File: src/rtl/mips_pkg.sv
// Shared fetch-path types and constants for the MIPS pipeline front end.
package mips_pkg;

  typedef enum logic {
    RUN  = 1'b0,
    HALT = 1'b1
  } fetch_state_e;

  localparam logic [31:0] PC_RESET_DEFAULT  = 32'h0000_0000;
  // R1 value that lets a syscall exit instead of pausing the pipeline.
  localparam logic [31:0] SYSCALL_EXIT_CODE = 32'h0000_0022;
  localparam logic [31:0] NOP_INSTR         = 32'h0000_0000;

endpackage

File: src/rtl/go_edge_detect.sv
// Rising-edge detector for a level front-panel button; a held button yields one pulse.
module go_edge_detect (
  input  logic clk,
  input  logic rst_n,
  input  logic btn,
  output logic btn_rise
);

  logic r_btn_q;

  always_ff @(posedge clk or negedge rst_n) begin
    if (!rst_n) begin
      r_btn_q <= 1'b0;
    end else begin
      r_btn_q <= btn;
    end
  end

  assign btn_rise = btn & ~r_btn_q;

endmodule

File: src/rtl/if_fetch_stage.sv
// Instruction-fetch stage: PC, ROM addressing, IF/ID register, syscall pause/resume.
// Optional perf counters (cycle_cnt, stall_cnt) enabled by defining IF_PERF_CNT_EN.
module if_fetch_stage
  import mips_pkg::*;
#(
  parameter logic [31:0] RESET_PC = PC_RESET_DEFAULT,
  parameter int          ROM_AW   = 10
) (
  input  logic              clk,
  input  logic              rst_n,
  input  logic              conflict,
  input  logic              syscall_stop,
  input  logic              go,
  input  logic              redirect,
  input  logic [31:0]       redirect_pc,
  output logic [ROM_AW-1:0] rom_addr,
  input  logic [31:0]       rom_data,
  output logic [31:0]       pc,
  output logic [31:0]       if_order,
  output logic [31:0]       if_pc,
  output logic [31:0]       if_pc_plus_4,
  output logic              if_valid,
  output logic              halted
`ifdef IF_PERF_CNT_EN
  ,
  output logic [31:0]       cycle_cnt,
  output logic [31:0]       stall_cnt
`endif
);

  fetch_state_e r_state;
  fetch_state_e w_state_next;
  logic         w_go_rise;
  logic         w_do_redirect;
  logic         w_do_advance;
  logic [31:0]  r_pc;
  logic [31:0]  w_pc_plus_4;
  logic [31:0]  w_redirect_aligned;

  go_edge_detect u_go_edge (
    .clk      (clk),
    .rst_n    (rst_n),
    .btn      (go),
    .btn_rise (w_go_rise)
  );

  assign w_pc_plus_4        = r_pc + 32'd4;
  assign w_redirect_aligned = redirect_pc & 32'hFFFF_FFFC;

  // A go edge arriving with the syscall satisfies it, so the cycle advances normally.
  always_comb begin
    w_state_next  = r_state;
    w_do_redirect = 1'b0;
    w_do_advance  = 1'b0;
    case (r_state)
      RUN: begin
        if (redirect) begin
          w_do_redirect = 1'b1;
        end else if (syscall_stop && !w_go_rise) begin
          w_state_next = HALT;
        end else if (!conflict) begin
          w_do_advance = 1'b1;
        end
      end
      HALT: begin
        if (w_go_rise) begin
          w_state_next = RUN;
        end
      end
      default: w_state_next = RUN;
    endcase
  end

  always_ff @(posedge clk or negedge rst_n) begin
    if (!rst_n) begin
      r_state      <= RUN;
      r_pc         <= RESET_PC;
      if_order     <= NOP_INSTR;
      if_pc        <= 32'd0;
      if_pc_plus_4 <= 32'd0;
      if_valid     <= 1'b0;
    end else begin
      r_state <= w_state_next;
      if (w_do_redirect) begin
        r_pc     <= w_redirect_aligned;
        if_order <= NOP_INSTR;
        if_valid <= 1'b0;
      end else if (w_do_advance) begin
        r_pc         <= w_pc_plus_4;
        if_order     <= rom_data;
        if_pc        <= r_pc;
        if_pc_plus_4 <= w_pc_plus_4;
        if_valid     <= 1'b1;
      end
    end
  end

  assign pc       = r_pc;
  assign rom_addr = r_pc[ROM_AW+1:2];
  assign halted   = (r_state == HALT);

`ifdef IF_PERF_CNT_EN
  logic [31:0] r_cycle_cnt;
  logic [31:0] r_stall_cnt;

  always_ff @(posedge clk or negedge rst_n) begin
    if (!rst_n) begin
      r_cycle_cnt <= 32'd0;
      r_stall_cnt <= 32'd0;
    end else begin
      if (r_state != HALT && r_cycle_cnt != 32'hFFFF_FFFF) begin
        r_cycle_cnt <= r_cycle_cnt + 32'd1;
      end
      if (r_state == RUN && conflict && !redirect && r_stall_cnt != 32'hFFFF_FFFF) begin
        r_stall_cnt <= r_stall_cnt + 32'd1;
      end
    end
  end

  assign cycle_cnt = r_cycle_cnt;
  assign stall_cnt = r_stall_cnt;
`endif

endmodule

File: config.mk
export PLATFORM = sky130hd
export DESIGN_NAME = if_fetch_stage
export DESIGN_NICKNAME = d
export VERILOG_FILES = /design/src/rtl/mips_pkg.sv /design/src/rtl/go_edge_detect.sv /design/src/rtl/if_fetch_stage.sv
export SDC_FILE = /design/constraint.sdc
export NUM_CORES = 1
export LEC_CHECK = 0
export ABC_AREA = 1
export BUFFER_PORTS_ARGS = -buffer_cell sky130_fd_sc_hd__buf_2
export CELL_PAD_IN_SITES_DETAIL_PLACEMENT = 1
export CELL_PAD_IN_SITES_GLOBAL_PLACEMENT = 2
export CORE_AREA = 2 2 140 142
export CTS_CLUSTER_DIAMETER = 120
export DETAILED_ROUTE_END_ITERATION = 12
export DIE_AREA = 0 0 142 144
export PLACE_DENSITY_LB_ADDON = 0.1
export SYNTH_ARGS = -nofsm -noshare
export SYNTH_HDL_FRONTEND = slang
export SYNTH_SLANG_ARGS = --single-unit
File: constraint.sdc
create_clock -name clk -period 3.35 [get_ports clk]
set_clock_uncertainty 0.15 [all_clocks]
set_input_delay 0.8375 -clock clk [delete_from_list [all_inputs] [get_ports clk]]
set_output_delay 0.8375 -clock clk [all_outputs]
set_load 0.01 [all_outputs]
==> metrics.csv <==
stage,metric,value,unit
worst_setup_path,Setup CP Type,in -> reg,
detailed_routing,drc violations,0,
cts,Root Driver,clkbuf_16,
placed_design,hpwl dp,13400,um
worst_setup_path,worst-path cell chain,"buf_2, nand2_1, nand2_1, nand2_2, nand2_2, inv_2, nand2_1, nand3_1",
worst_setup_path,CP required,3.55,ns
timing,"Hold Vio Cnt, Final",0,
worst_setup_path,Crit path max-delay family,simple AND/OR/NAND/NOR gates,
worst_setup_path,worst reg2reg startpoint,u_go_edge.r_btn_q$_DFF_PN0_,
cells_and_area,Post-Route Utilization,0.384,
global_routing,largest net degree at the start of global routing,71,
pwr,PwrDens,701,mW/mm^2
detailed_routing,drt wl/cell,16.6,um
synthesis,share of the synthesized area in the top cell type,0.560,
synthesis,Netlist cell types,26,
cells_and_area,share of post-route cells with drive strength above 1,0.298,
worst_setup_path,Worst Path Arrival,2.81,ns
worst_setup_path,biggest cell delay along the critical path,0.79,ns
floorplan,number of I/O pins,210,
pwr,LEAKAGE,4.03,nW
global_routing,gr ovfl total,0,
timing,Slew headroom,0.350,
cts,hold buffers post-CTS,0,
global_routing,GRT Overall Usage,0.188,
floorplan,FP Rows,51,
status,outcome,finished clean,
placed_design,placed insts,1063,
synthesis,most common cell in the netlist,nand2_1,
detailed_routing,via count,5028,
cts,clk sinks,125,
timing,final worst slack,0.741,ns
cts,Post-CTS Setup Bufs,0,
global_routing,first-pass GRT wire length,29200,um
cells_and_area,FILL cells,2335,
cts,clk buf depth,2,
worst_setup_path,crit path launch,go,
floorplan,initial cell density of the core,0.293,
detailed_routing,drt via density,4.59,
cells_and_area,"Net count, final",915,
synthesis,Most used DFF post-synth,dfrtp_1,
detailed_routing,DRT iter0 DRCs,142,
cts,clock latency on the worst-skew pair,0.42,ns
synthesis,Synth Instances,653,
cts,CTS resizes,0,
floorplan,die area,0.0204,mm^2
floorplan,Die Wd,142,um
timing,worst-margin pin slew,0.974,ns
placed_design,pre-CTS setup slack,0.192,ns
synthesis,Yosys reg bits,125,
synthesis,"Seq/Total Area, Yosys",0.560,
cts,CTS tree,built,
detailed_routing,drt first pass iters,4,
cts,CTS buffer count,17,
cells_and_area,"Cell Count, Final, Fillers Out",1096,
synthesis,"FFs w/ async S/R, synth",1.00,
pwr,Max VDD drop,322,uV
timing,fin crit share,0.779,
global_routing,initial antenna violation count,2,
job,Max-Cap Viols,0,
synthesis,Yosys top cell by area,dfrtp_1,
global_routing,vias in the first global route,5361,
detailed_routing,final antenna-violating net count,0,
synthesis,Yosys warnings,0,
floorplan,Die Ht,144,um
floorplan,Core ar.,0.0191,mm^2
synthesis,Netlist Area Pre-Place,0.00559,mm^2
timing,final setup TNS,0,ns
cells_and_area,area grow syn2layout,31.0,%
timing,Slew Limit Fails,0,
worst_setup_path,crit end category,register,
worst_setup_path,Critical Path Fanout Max,48,
timing,RSZ-0062 raised after global routing,no,
detailed_routing,Detailed Route WL,18200,um
cts,clock slew at reported path FFs,0.06,ns
synthesis,Syn Area/Cell,8.56,um^2
synthesis,"top cells by count, synth","nand2_1, dfrtp_1, nand3_1, inv_1, o21ai_0",
synthesis,"top cells by area, synth","dfrtp_1, nand2_1, a22o_1, nand3_1, o21ai_0",
timing,minimum clock period,2.61,ns
cts,H-tree depth,4,
timing,# setup viols final,0,
worst_setup_path,CP most frequent cell,nand2_1,
placed_design,RePlAce Congestion,0.782,
worst_setup_path,cell at the slowest stage of the critical path,inv_2,
hold_path,Min-Delay Path Class,in -> async,
synthesis,"EDFF count, synth",0,
timing,final hold slack,0.234,ns
worst_setup_path,CP bufs+invs,2,
worst_setup_path,CP Launch Type,primary input,
placed_design,IO Port Bufs,201,
timing,FMAX,383,MHz
[logic make-up (layout without fill, tap and decap cells)]
| logic type | count (synthesis) | in the layout | share of synthesized area |
|---|---|---|---|
| AO/OA/AOI/OAI | 86 | 86 | 0.0992 |
| XOR/XNOR | 3 | 3 | 0.00470 |
| adder cells (fa/ha/maj) | 1 | 1 | 0.00224 |
| buffers and inverters | 92 | 291 | 0.0817 |
| flip-flops | 125 | 125 | 0.560 |
| other | 1 | 7 | 0.000671 |
| AND/OR/NAND/NOR | 345 | 345 | 0.252 |
[final timing paths]
| check | to | slack (ns) | cells past startpoint |
|---|---|---|---|
| setup / recovery | pc[13]$_DFFE_PN0P_ | 0.74 | 8 |
| hold / removal | if_pc[14]$_DFFE_PN0P_ | 0.23 | 1 |
| setup reg to reg | pc[13]$_DFFE_PN0P_ | 0.91 | 8 |
| hold reg to reg | if_pc_plus_4[29]$_DFFE_PN0P_ | 0.32 | 2 |
| max in group asynchronous | pc[14]$_DFFE_PN0P_ | 2.02 | 2 |
| min in group clk | if_pc_plus_4[29]$_DFFE_PN0P_ | 0.32 | 2 |
[cell type report]
type / count / area [um^2] / share of cell area
inverters: 51 / 191 / 0.0261
multi-input cells: 441 / 2020 / 0.276
clock buffers: 18 / 439 / 0.0599
flip-flops and latches: 125 / 3130 / 0.427
well taps: 238 / 298 / 0.0406
clock inverters: 14 / 156 / 0.0213
repair buffers: 208 / 1090 / 0.148
diodes: 1 / 2.50 / 0.000342
[report_power, final]
group          switching [mW]  internal (mW)
logic                   0.701          0.465
registers               0.261           1.83
clock network           0.752           1.13
total                    1.71           3.42
[through the flow]
step	power, mW	area [um^2]
after floorplan	2.72	5610
after global routing	5.48	7320
after detailed placement	3.31	6730
after global placement	3.28	6730
final	5.14	7330
after CTS	5.23	7320
[cells in the final DEF (no fill, tap or decap)]
cell        count
a21oi_1         3
nor3_2          1
nor2_4          1
o21ai_0        49
nor2_1         34
or2_1           1
clkinv_2        2
nand3_1        52
conb_1          6
and2_1          2
dfrtp_1       125
inv_6           5
buf_12          2
xor2_1          2
xnor2_1         1
clkbuf_8        1
a31oi_1         1
diode_2         1
or2_2           1
nand2_2         5
inv_2           2
clkbuf_16      17
buf_2         200
inv_1          49
bufinv_16       2
clkinv_4        4
ha_1            1
buf_4           6
a22o_1         32
clkinvlp_4      1
nand2_1       243
nor2_2          5
o21a_1          1
[state kept, by name (all words and copies together), names as in the netlist]
name / cells
halted: 1
if_order: 32
if_valid: 1
if_pc: 30
if_pc_plus_4: 30
pc: 30
u_go_edge.r_btn_q: 1
[metal layers]
metal,wire length (um),global-route usage
met5,0,0
met3,1210,0.0619
met4,198,0.0568
met2,8770,0.308
met1,8060,0.236
Note: power is estimated with default switching activity, not from simulation.
